[src/rtl/fifo_rd_packer.sv]
// fifo_rd_packer
//   Pops bytes from a first-word-fall-through FIFO and packs pairs of them
//   into 2*WIDTH-bit words ({second byte, first byte}). A lone held byte can
//   be pushed out as a partial word (high byte zero) with FLUSH. The output
//   side is a single registered valid/ready stage.
// Ports:
//   R_CLK        read-domain clock
//   R_RST        asynchronous active-low reset
//   EMPTY        FIFO empty flag
//   RD_DATA      FIFO head data (valid while EMPTY=0)
//   R_INC        FIFO pop request (combinational)
//   FLUSH        emit a held odd byte as a partial word
//   OUT_READY    downstream ready
//   OUT_DATA     packed word {high byte, low byte}
//   OUT_VALID    OUT_DATA valid
//   OUT_PARTIAL  high byte of OUT_DATA is padding
//   WORD_CNT     number of completed output transfers (wraps)
module fifo_rd_packer #(
  parameter int WIDTH = 8
) (
  input  logic               R_CLK,
  input  logic               R_RST,
  input  logic               EMPTY,
  input  logic [WIDTH-1:0]   RD_DATA,
  output logic               R_INC,
  input  logic               FLUSH,
  input  logic               OUT_READY,
  output logic [2*WIDTH-1:0] OUT_DATA,
  output logic               OUT_VALID,
  output logic               OUT_PARTIAL,
  output logic [15:0]        WORD_CNT
);

  typedef enum logic [0:0] {
    NO_LO   = 1'b0,
    HAVE_LO = 1'b1
  } state_e;

  state_e             state_q, state_d;
  logic [WIDTH-1:0]   lo_q, lo_d;
  logic [2*WIDTH-1:0] out_data_q, out_data_d;
  logic               out_valid_q, out_valid_d;
  logic               out_partial_q, out_partial_d;
  logic [15:0]        word_cnt_q, word_cnt_d;

  logic out_free_s;
  logic pop_s;
  logic xfer_s;
  logic load_s;

  // Output slot can take a new word if it is empty or being drained now.
  assign out_free_s = !out_valid_q || OUT_READY;
  // A pop into NO_LO only fills LO; a pop into HAVE_LO needs the output slot.
  assign pop_s      = !EMPTY && ((state_q == NO_LO) || out_free_s);
  assign xfer_s     = out_valid_q && OUT_READY;

  // Next-state, byte holder and output-register loading.
  always_comb begin
    state_d       = state_q;
    lo_d          = lo_q;
    out_data_d    = out_data_q;
    out_partial_d = out_partial_q;
    load_s        = 1'b0;
    case (state_q)
      NO_LO: begin
        if (pop_s) begin
          lo_d    = RD_DATA;
          state_d = HAVE_LO;
        end else begin
          state_d = NO_LO;
        end
      end
      HAVE_LO: begin
        // A completing pop wins over FLUSH in the same cycle.
        if (pop_s) begin
          out_data_d    = {RD_DATA, lo_q};
          out_partial_d = 1'b0;
          load_s        = 1'b1;
          state_d       = NO_LO;
        end else if (FLUSH && out_free_s) begin
          out_data_d    = {{WIDTH{1'b0}}, lo_q};
          out_partial_d = 1'b1;
          load_s        = 1'b1;
          state_d       = NO_LO;
        end else begin
          state_d = HAVE_LO;
        end
      end
      default: begin
        state_d = NO_LO;
      end
    endcase

    if (load_s) begin
      out_valid_d = 1'b1;
    end else if (xfer_s) begin
      out_valid_d = 1'b0;
    end else begin
      out_valid_d = out_valid_q;
    end

    if (xfer_s) begin
      word_cnt_d = word_cnt_q + 16'd1;
    end else begin
      word_cnt_d = word_cnt_q;
    end
  end

  // State and output registers; reset discards held byte and pending word.
  always_ff @(posedge R_CLK or negedge R_RST) begin
    if (!R_RST) begin
      state_q       <= NO_LO;
      lo_q          <= {WIDTH{1'b0}};
      out_data_q    <= {(2*WIDTH){1'b0}};
      out_valid_q   <= 1'b0;
      out_partial_q <= 1'b0;
      word_cnt_q    <= 16'd0;
    end else begin
      state_q       <= state_d;
      lo_q          <= lo_d;
      out_data_q    <= out_data_d;
      out_valid_q   <= out_valid_d;
      out_partial_q <= out_partial_d;
      word_cnt_q    <= word_cnt_d;
    end
  end

  assign R_INC       = pop_s;
  assign OUT_DATA    = out_data_q;
  assign OUT_VALID   = out_valid_q;
  assign OUT_PARTIAL = out_partial_q;
  assign WORD_CNT    = word_cnt_q;

endmodule

[config.mk]
export PLATFORM = sky130hd
export DESIGN_NAME = fifo_rd_packer
export DESIGN_NICKNAME = d
export VERILOG_FILES = /design/src/rtl/fifo_rd_packer.sv
export SDC_FILE = /design/constraint.sdc
export NUM_CORES = 1
export LEC_CHECK = 0
export CAP_MARGIN = 20
export CORE_ASPECT_RATIO = 1.5
export CORE_MARGIN = 8
export CORE_UTILIZATION = 25
export CTS_CLUSTER_SIZE = 20
export DETAILED_ROUTE_END_ITERATION = 10
export SLEW_MARGIN = 25
export SYNTH_ARGS = -nofsm -noshare
export SYNTH_HDL_FRONTEND = slang
export SYNTH_SLANG_ARGS = --single-unit
[constraint.sdc]
create_clock -name R_CLK -period 2.2 [get_ports R_CLK]
set_clock_uncertainty 0.2 [all_clocks]
set_input_delay 0.33 -clock R_CLK [delete_from_list [all_inputs] [get_ports R_CLK]]
set_output_delay 0.33 -clock R_CLK [all_outputs]
set_load 0.005 [all_outputs]
==> results of run 1 <==
-- timing repair --
item,CTS,global route
setup endpoints to repair,0,0
hold buffers,1,0
hold endpoints to repair,21,0
-- logic make-up (layout without fill, tap and decap cells) --
group | Yosys count | in the layout | synth area share, %
flops | 43 | 43 | 61.9
simple gates | 31 | 31 | 12.1
mux | 17 | 17 | 11.0
xor+xnor | 15 | 15 | 7.56
compound gates | 11 | 11 | 5.40
buf+inv | 4 | 64 | 1.30
fa+ha+maj | 1 | 1 | 0.720
-- final timing paths --
kind	startpoint	to	slack, ns	cells past startpoint
worst max register to register	OUT_VALID$_DFFE_PN0P_	OUT_DATA[5]$_DFFE_PN0P_	0.58	4
min in group asynchronous	R_RST	WORD_CNT[9]$_DFFE_PN0P_	0.34	2
max in group asynchronous	R_RST	OUT_DATA[0]$_DFFE_PN0P_	0.95	3
worst min register to register	WORD_CNT[15]$_DFFE_PN0P_	WORD_CNT[15]$_DFFE_PN0P_	0.27	1
worst min-delay path	WORD_CNT[15]$_DFFE_PN0P_	WORD_CNT[15]$_DFFE_PN0P_	0.27	1
worst max-delay path	OUT_READY	R_INC	0.05	4
-- Yosys cell counts --
cell type  number  area, um^2
o21ba_2         1        10.0
nor2_2          1        6.26
nand4_2         2        25.0
nand2_1         7        26.3
a31oi_1         1        6.26
nand3_1         3        15.0
dfrtp_1        43        1080
nand3_4         1        17.5
xor2_1          4        35.0
buf_6           1        11.3
nand4_1         3        18.8
inv_1           3        11.3
a21boi_0        1        7.51
nand2b_2        1        8.76
xnor2_1        11        96.3
mux2_2         17         191
nor3_2          2        20.0
nand3_2         2        20.0
nand2b_1        1        6.26
a22o_1          8        70.1
nor4_2          1        12.5
ha_1            1        12.5
nor2_1          6        22.5
nor2_4          1        11.3
-- layout make-up --
type                       count  share of cell area [%]
sequential                    43                    43.3
multi-input combinational     75                    25.8
timing repair buffer          53                    21.2
tap                           78                    3.93
clock buffer                   6                    2.92
clock inverter                 2                    2.42
inverter                       3                   0.454
-- flip-flops by register name, summed over array words and instances (netlist names) --
name	cells
state_q	1
OUT_DATA	16
WORD_CNT	16
OUT_VALID	1
lo_q	8
OUT_PARTIAL	1
-- routing by layer --
metal  track usage, %  up-vias
met3             3.88        5
met2             11.5       50
met5                0        -
met4             2.93        0
met1             8.87      560
li1                 -      544
-- layout by cell type, fill, tap and decap left out, types with 3 or more instances in the layout --
cell type / count
clkdlybuf4s50_1: 46
dfrtp_1: 43
mux2_2: 17
xnor2_1: 11
a22o_1: 8
nand2_1: 7
nor2_1: 6
clkbuf_8: 5
xor2_1: 4
buf_4: 4
inv_1: 3
nand4_1: 3
nand3_1: 3
-- where the power goes --
part,internal [mW],total [mW],switching (mW)
clock network,0.454,0.721,0.267
logic,0.700,1.06,0.360
registers,1.09,1.32,0.229
-- through the flow --
step                setup slack, ns  std cells
global route                 0.0197        260
finish                       0.0495        260
detailed placement           0.0388        251
global placement             0.0307        251
floorplan                     0.737        122
CTS                          0.0276        260
-- worst max-delay path: stages --
cell	delay (ns)
clkdlybuf4s50_1	0.44
nand2b_2	0.21
o21ba_2	0.20
clkdlybuf4s50_1	0.44
==> flow_summary.yaml, run 1 <==
drt:
  firstDrtPassIters: 4
  route.layer.met1.wl_um: 1570
  routedWlPerCell_um: 14.2
  routed-wl-met2_um: 1690
  wl_met3_um: 381
  dr_total_vias: 1159
  drc: 0
  drtIter0Drc: 10
  ant_nets: 0
  avgViaCountPerCell: 4.46
  top_layer_used: "met4"
  finalWirelength_um: 3700
global_routing:
  antenna_found_initial: 0
  grt_pass1_vias: 1248
  grt_pass1_wl_um: 6180
  grtUsageTotal_pct: 7.60
  grt_max_degree: 23
  grt_remaining_overflow: 0
floorplan:
  core_um2: 6810
  die_w_um: 84.1
  die_height_um: 118
  rows: 37
  start_util_pct: 25.5
  dieArea_um2: 9930
  io_pins: 48
pwr:
  p_per_area_nw_per_um2: 1250
  fin_total_pwr_mw: 3.10
  irDropWorstVdd_mv: 0.583
  p_leak_nw: 1.05
clock_network:
  clkSinkCount: 43
  cts_resized: 0
  cts_tree: "done"
  clock_latency_ns: 0.29
  cts-root-buf: "clkbuf_8"
  path_clk_slew_ns: 0.08
  post_cts_buffers: 0
  htreeDepth: 2
  cts_inserted_buffers: 5
  cts_buffer_depth: 2
setup_path:
  worstSetupPathType: "in2out"
  start_kind: "primary input"
  crit_path_max_fanout: 2
  end_kind: "primary output"
  crit_arrival_ns: 1.62
  worstPathRequired_ns: 1.67
finish:
  multi_input_area_um2: 639
  design_area_um2: 2480
  diodes: 0
  area_growth_pct: 42.8
  register_area_um2: 1080
  nets: 195
  n_fill_cell: 670
  drive_gt1_share_pct: 23.1
  final_util_pct: 36.5
sta:
  fin_hold_ws_ns: 0.269
  worstMarginPinSlew_ns: 0.525
  setup_violations: 0
  min_period_ns: 2.15
  fmax_ghz: 0.465
  hold_viol: 0
  max_slew_margin_pct: 65.0
  rsz0062_at_grt: "no"
  finalCritPeriodShare_pct: 97.7
  finalSetupTns_ns: 0
  maxSlewViolCount: 0
synth:
  syn_area_um2: 1740
  yosysSeqAreaShare_pct: 61.9
  ys_seq_elements: 43
  synth_cell_types: 24
  synth_area_per_cell_um2: 14.2
  synthCells: 122
  syn_nets: 136
  synth-warning-count: 0
placement:
  io_buffers: 47
  place_congestion: 0.694
  dp_hpwl_um: 2790
  dpl-instance-area_um2: 2340
min_path:
  holdCritPathClass: "reg2reg"
run_status:
  outcome: "complete, no violations"
run:
  cap_viol_max_count: 0
(Power assumes the default switching activity.)
==> run 2: changes to the inputs <==
==> constraint.sdc (replaced) <==
create_clock -name R_CLK -period 2.6 [get_ports R_CLK]
set_clock_uncertainty 0.2 [all_clocks]
set_input_delay 0.39 -clock R_CLK [delete_from_list [all_inputs] [get_ports R_CLK]]
set_output_delay 0.39 -clock R_CLK [all_outputs]
set_load 0.005 [all_outputs]
==> run 2 against run 1 <==
Against the previous run:
- sequential power fell by 15%
- non-clock buffer count is 2 lower
- register-to-register slack better by 0.41 ns
- utilization shrank 0.83 points
- clock power shrank 35%
- die area is the same
- sequential share of layout area increased by 1.0 points
- critical path depth stayed put
- combinational power decreased by 17%
- first-iteration DRC count grew to 2.7 times the previous value
- largest cell class unchanged
==> flow_summary.yaml, run 2 (synthesized netlist as in run 1, its figures left out) <==
drt:
  drtIter0Drc: 27
  avgViaCountPerCell: 4.47
  finalWirelength_um: 3830
  drc: 0
  dr_total_vias: 1152
  firstDrtPassIters: 3
  routedWlPerCell_um: 14.8
  ant_nets: 0
pwr:
  irDropWorstVdd_mv: 0.435
  p_sw_uw: 720
  pwr-share-seq_pct: 45.3
  p_sw_share_pct: 29.2
  clkPwrFrac_pct: 18.9
  comb_power_share_pct: 35.8
  power.internal_mw: 1.75
  p_per_area_nw_per_um2: 1020
  p_leak_nw: 1.02
run:
  cap_viol_max_count: 0
clock_network:
  htreeDepth: 2
  cts_tree: "done"
  path_clk_slew_ns: 0.08
  cts_buffer_depth: 2
  cts-root-buf: "clkbuf_8"
  clkSinkCount: 43
  cts_resized: 0
  cts_inserted_buffers: 5
  clock_latency_ns: 0.29
global_routing:
  grt_pass1_vias: 1329
  grt_pass1_wl_um: 6560
  grtUsageTotal_pct: 8.17
  grt_remaining_overflow: 0
  grt_max_degree: 22
  antenna_found_initial: 0
setup_path:
  cp_slowest_cell: "clkdlybuf4s50_1"
  worstPathRequired_ns: 2.01
  crit_arrival_ns: 1.82
  cpPeakStageDelay_ns: 0.49
  worstSetupPathType: "in2out"
  crit_top_cell: "clkdlybuf4s50_1"
  rrSetupSlack_ns: 0.99
  crit_path_max_fanout: 5
  start_kind: "primary input"
  end_kind: "primary output"
  worstPathCellList: "clkdlybuf4s50_1 -> nand2b_2 -> o21ba_2 -> clkdlybuf4s50_1"
sta:
  finalSetupTns_ns: 0
  layout_setup_ws_ns: 0.187
  maxSlewViolCount: 0
  setup_violations: 0
  min_period_ns: 2.41
  max_slew_margin_pct: 69.7
  hold_viol: 0
  worstMarginPinSlew_ns: 0.453
  rsz0062_at_grt: "no"
  fmax_ghz: 0.414
  finalCritPeriodShare_pct: 92.8
finish:
  area_growth_pct: 39.6
  n_fill_cell: 673
  final_cell_mix: "clkdlybuf4s50_1 (46), dfrtp_1 (43), mux2_2 (17)"
  layout_commonest_cell: "clkdlybuf4s50_1"
  drive_gt1_share_pct: 22.8
  nets: 193
  diodes: 0
  design_area_um2: 2430
placement:
  dp_hpwl_um: 2850
  place_congestion: 0.676
  io_buffers: 47
  dp_slack_ns: 0.167
  dpl-instance-area_um2: 2310
floorplan:
  dieArea_um2: 9930
  start_util_pct: 25.5
  io_pins: 48
  die_height_um: 118
  die_w_um: 84.1
  rows: 37
  core_um2: 6810
min_path:
  holdCritPathClass: "in2async"
run_status:
  outcome: "complete, no violations"
## run 2: changes by cell type in the layout (fill, tap and decap cells not counted)
cell,change
clkbuf_1,-1
buf_4,-1
clkbuf_8,+2
bufinv_16,-2
buf_12,-1
clkinvlp_4,+1
## run 2: layer usage
metal	global-route usage [%]	vias to the layer above	part of all wire (%)
li1	-	538	-
met1	9.38	566	42
met2	12.6	42	48
met3	4.02	6	8.5
met4	3.25	0	1.6
met5	0	-	0
## run 2: what timing repair did
action | 4_1_cts | 5_1_grt
setup buffers | 0 | 0
endpoints found under the hold margin | 43 | 0
hold buffers | 1 | 0
## run 2: power by group through the flow
| stage | Clock (mW) | Combinational [mW] | Sequential, mW |
|---|---|---|---|
| 3_3_place_gp | 0 | 0.892 | 1.13 |
| 2_1_floorplan | 0 | 0.406 | 1.11 |
| 3_5_place_dp | 0 | 0.915 | 1.13 |
| 6_report | 0.467 | 0.883 | 1.12 |
| 4_1_cts | 0.496 | 0.916 | 1.12 |
| 5_1_grt | 0.523 | 0.980 | 1.16 |
## run 2: area by class of cell
| cell class | count | area [um^2] | area share (%) |
|---|---|---|---|
| flip-flops and latches | 43 | 1080 | 44.4 |
| multi-input cells | 75 | 639 | 26.4 |
| clock buffers | 7 | 96.3 | 3.97 |
| inverters | 3 | 11.3 | 0.464 |
| clock inverters | 1 | 7.51 | 0.309 |
| well taps | 78 | 97.6 | 4.02 |
| repair buffers | 51 | 498 | 20.5 |
## run 2: per-stage QoR
| step | utilization, % | instances | hold WS [ns] | power, mW |
|---|---|---|---|---|
| after CTS | 35.6 | 258 | 0.198 | 2.54 |
| after floorplan | - | 122 | -0.106 | 1.52 |
| final | 35.6 | 258 | 0.212 | 2.47 |
| after global placement | 34.0 | 249 | -0.0197 | 2.03 |
| after global routing | 35.6 | 258 | 0.205 | 2.67 |
| after detailed placement | 34.0 | 249 | -0.0157 | 2.05 |
## run 2: path summary, 6_finish.rpt
| path | start | to | cells past startpoint |
|---|---|---|---|
| max in group asynchronous | R_RST | state_q$_DFF_PN0_ | 3 |
| setup reg to reg | WORD_CNT[0]$_DFFE_PN0P_ | WORD_CNT[12]$_DFFE_PN0P_ | 5 |
| setup / recovery | OUT_READY | R_INC | 4 |
| min in group R_CLK | WORD_CNT[15]$_DFFE_PN0P_ | WORD_CNT[15]$_DFFE_PN0P_ | 1 |
| hold / removal | R_RST | WORD_CNT[12]$_DFFE_PN0P_ | 2 |
| hold reg to reg | WORD_CNT[15]$_DFFE_PN0P_ | WORD_CNT[15]$_DFFE_PN0P_ | 1 |
## run 2: critical path, delay by kind of cell
kind | cells | cell delay [ns]
buf+inv | 2 | 0.94
simple gates | 1 | 0.28
compound gates | 1 | 0.22
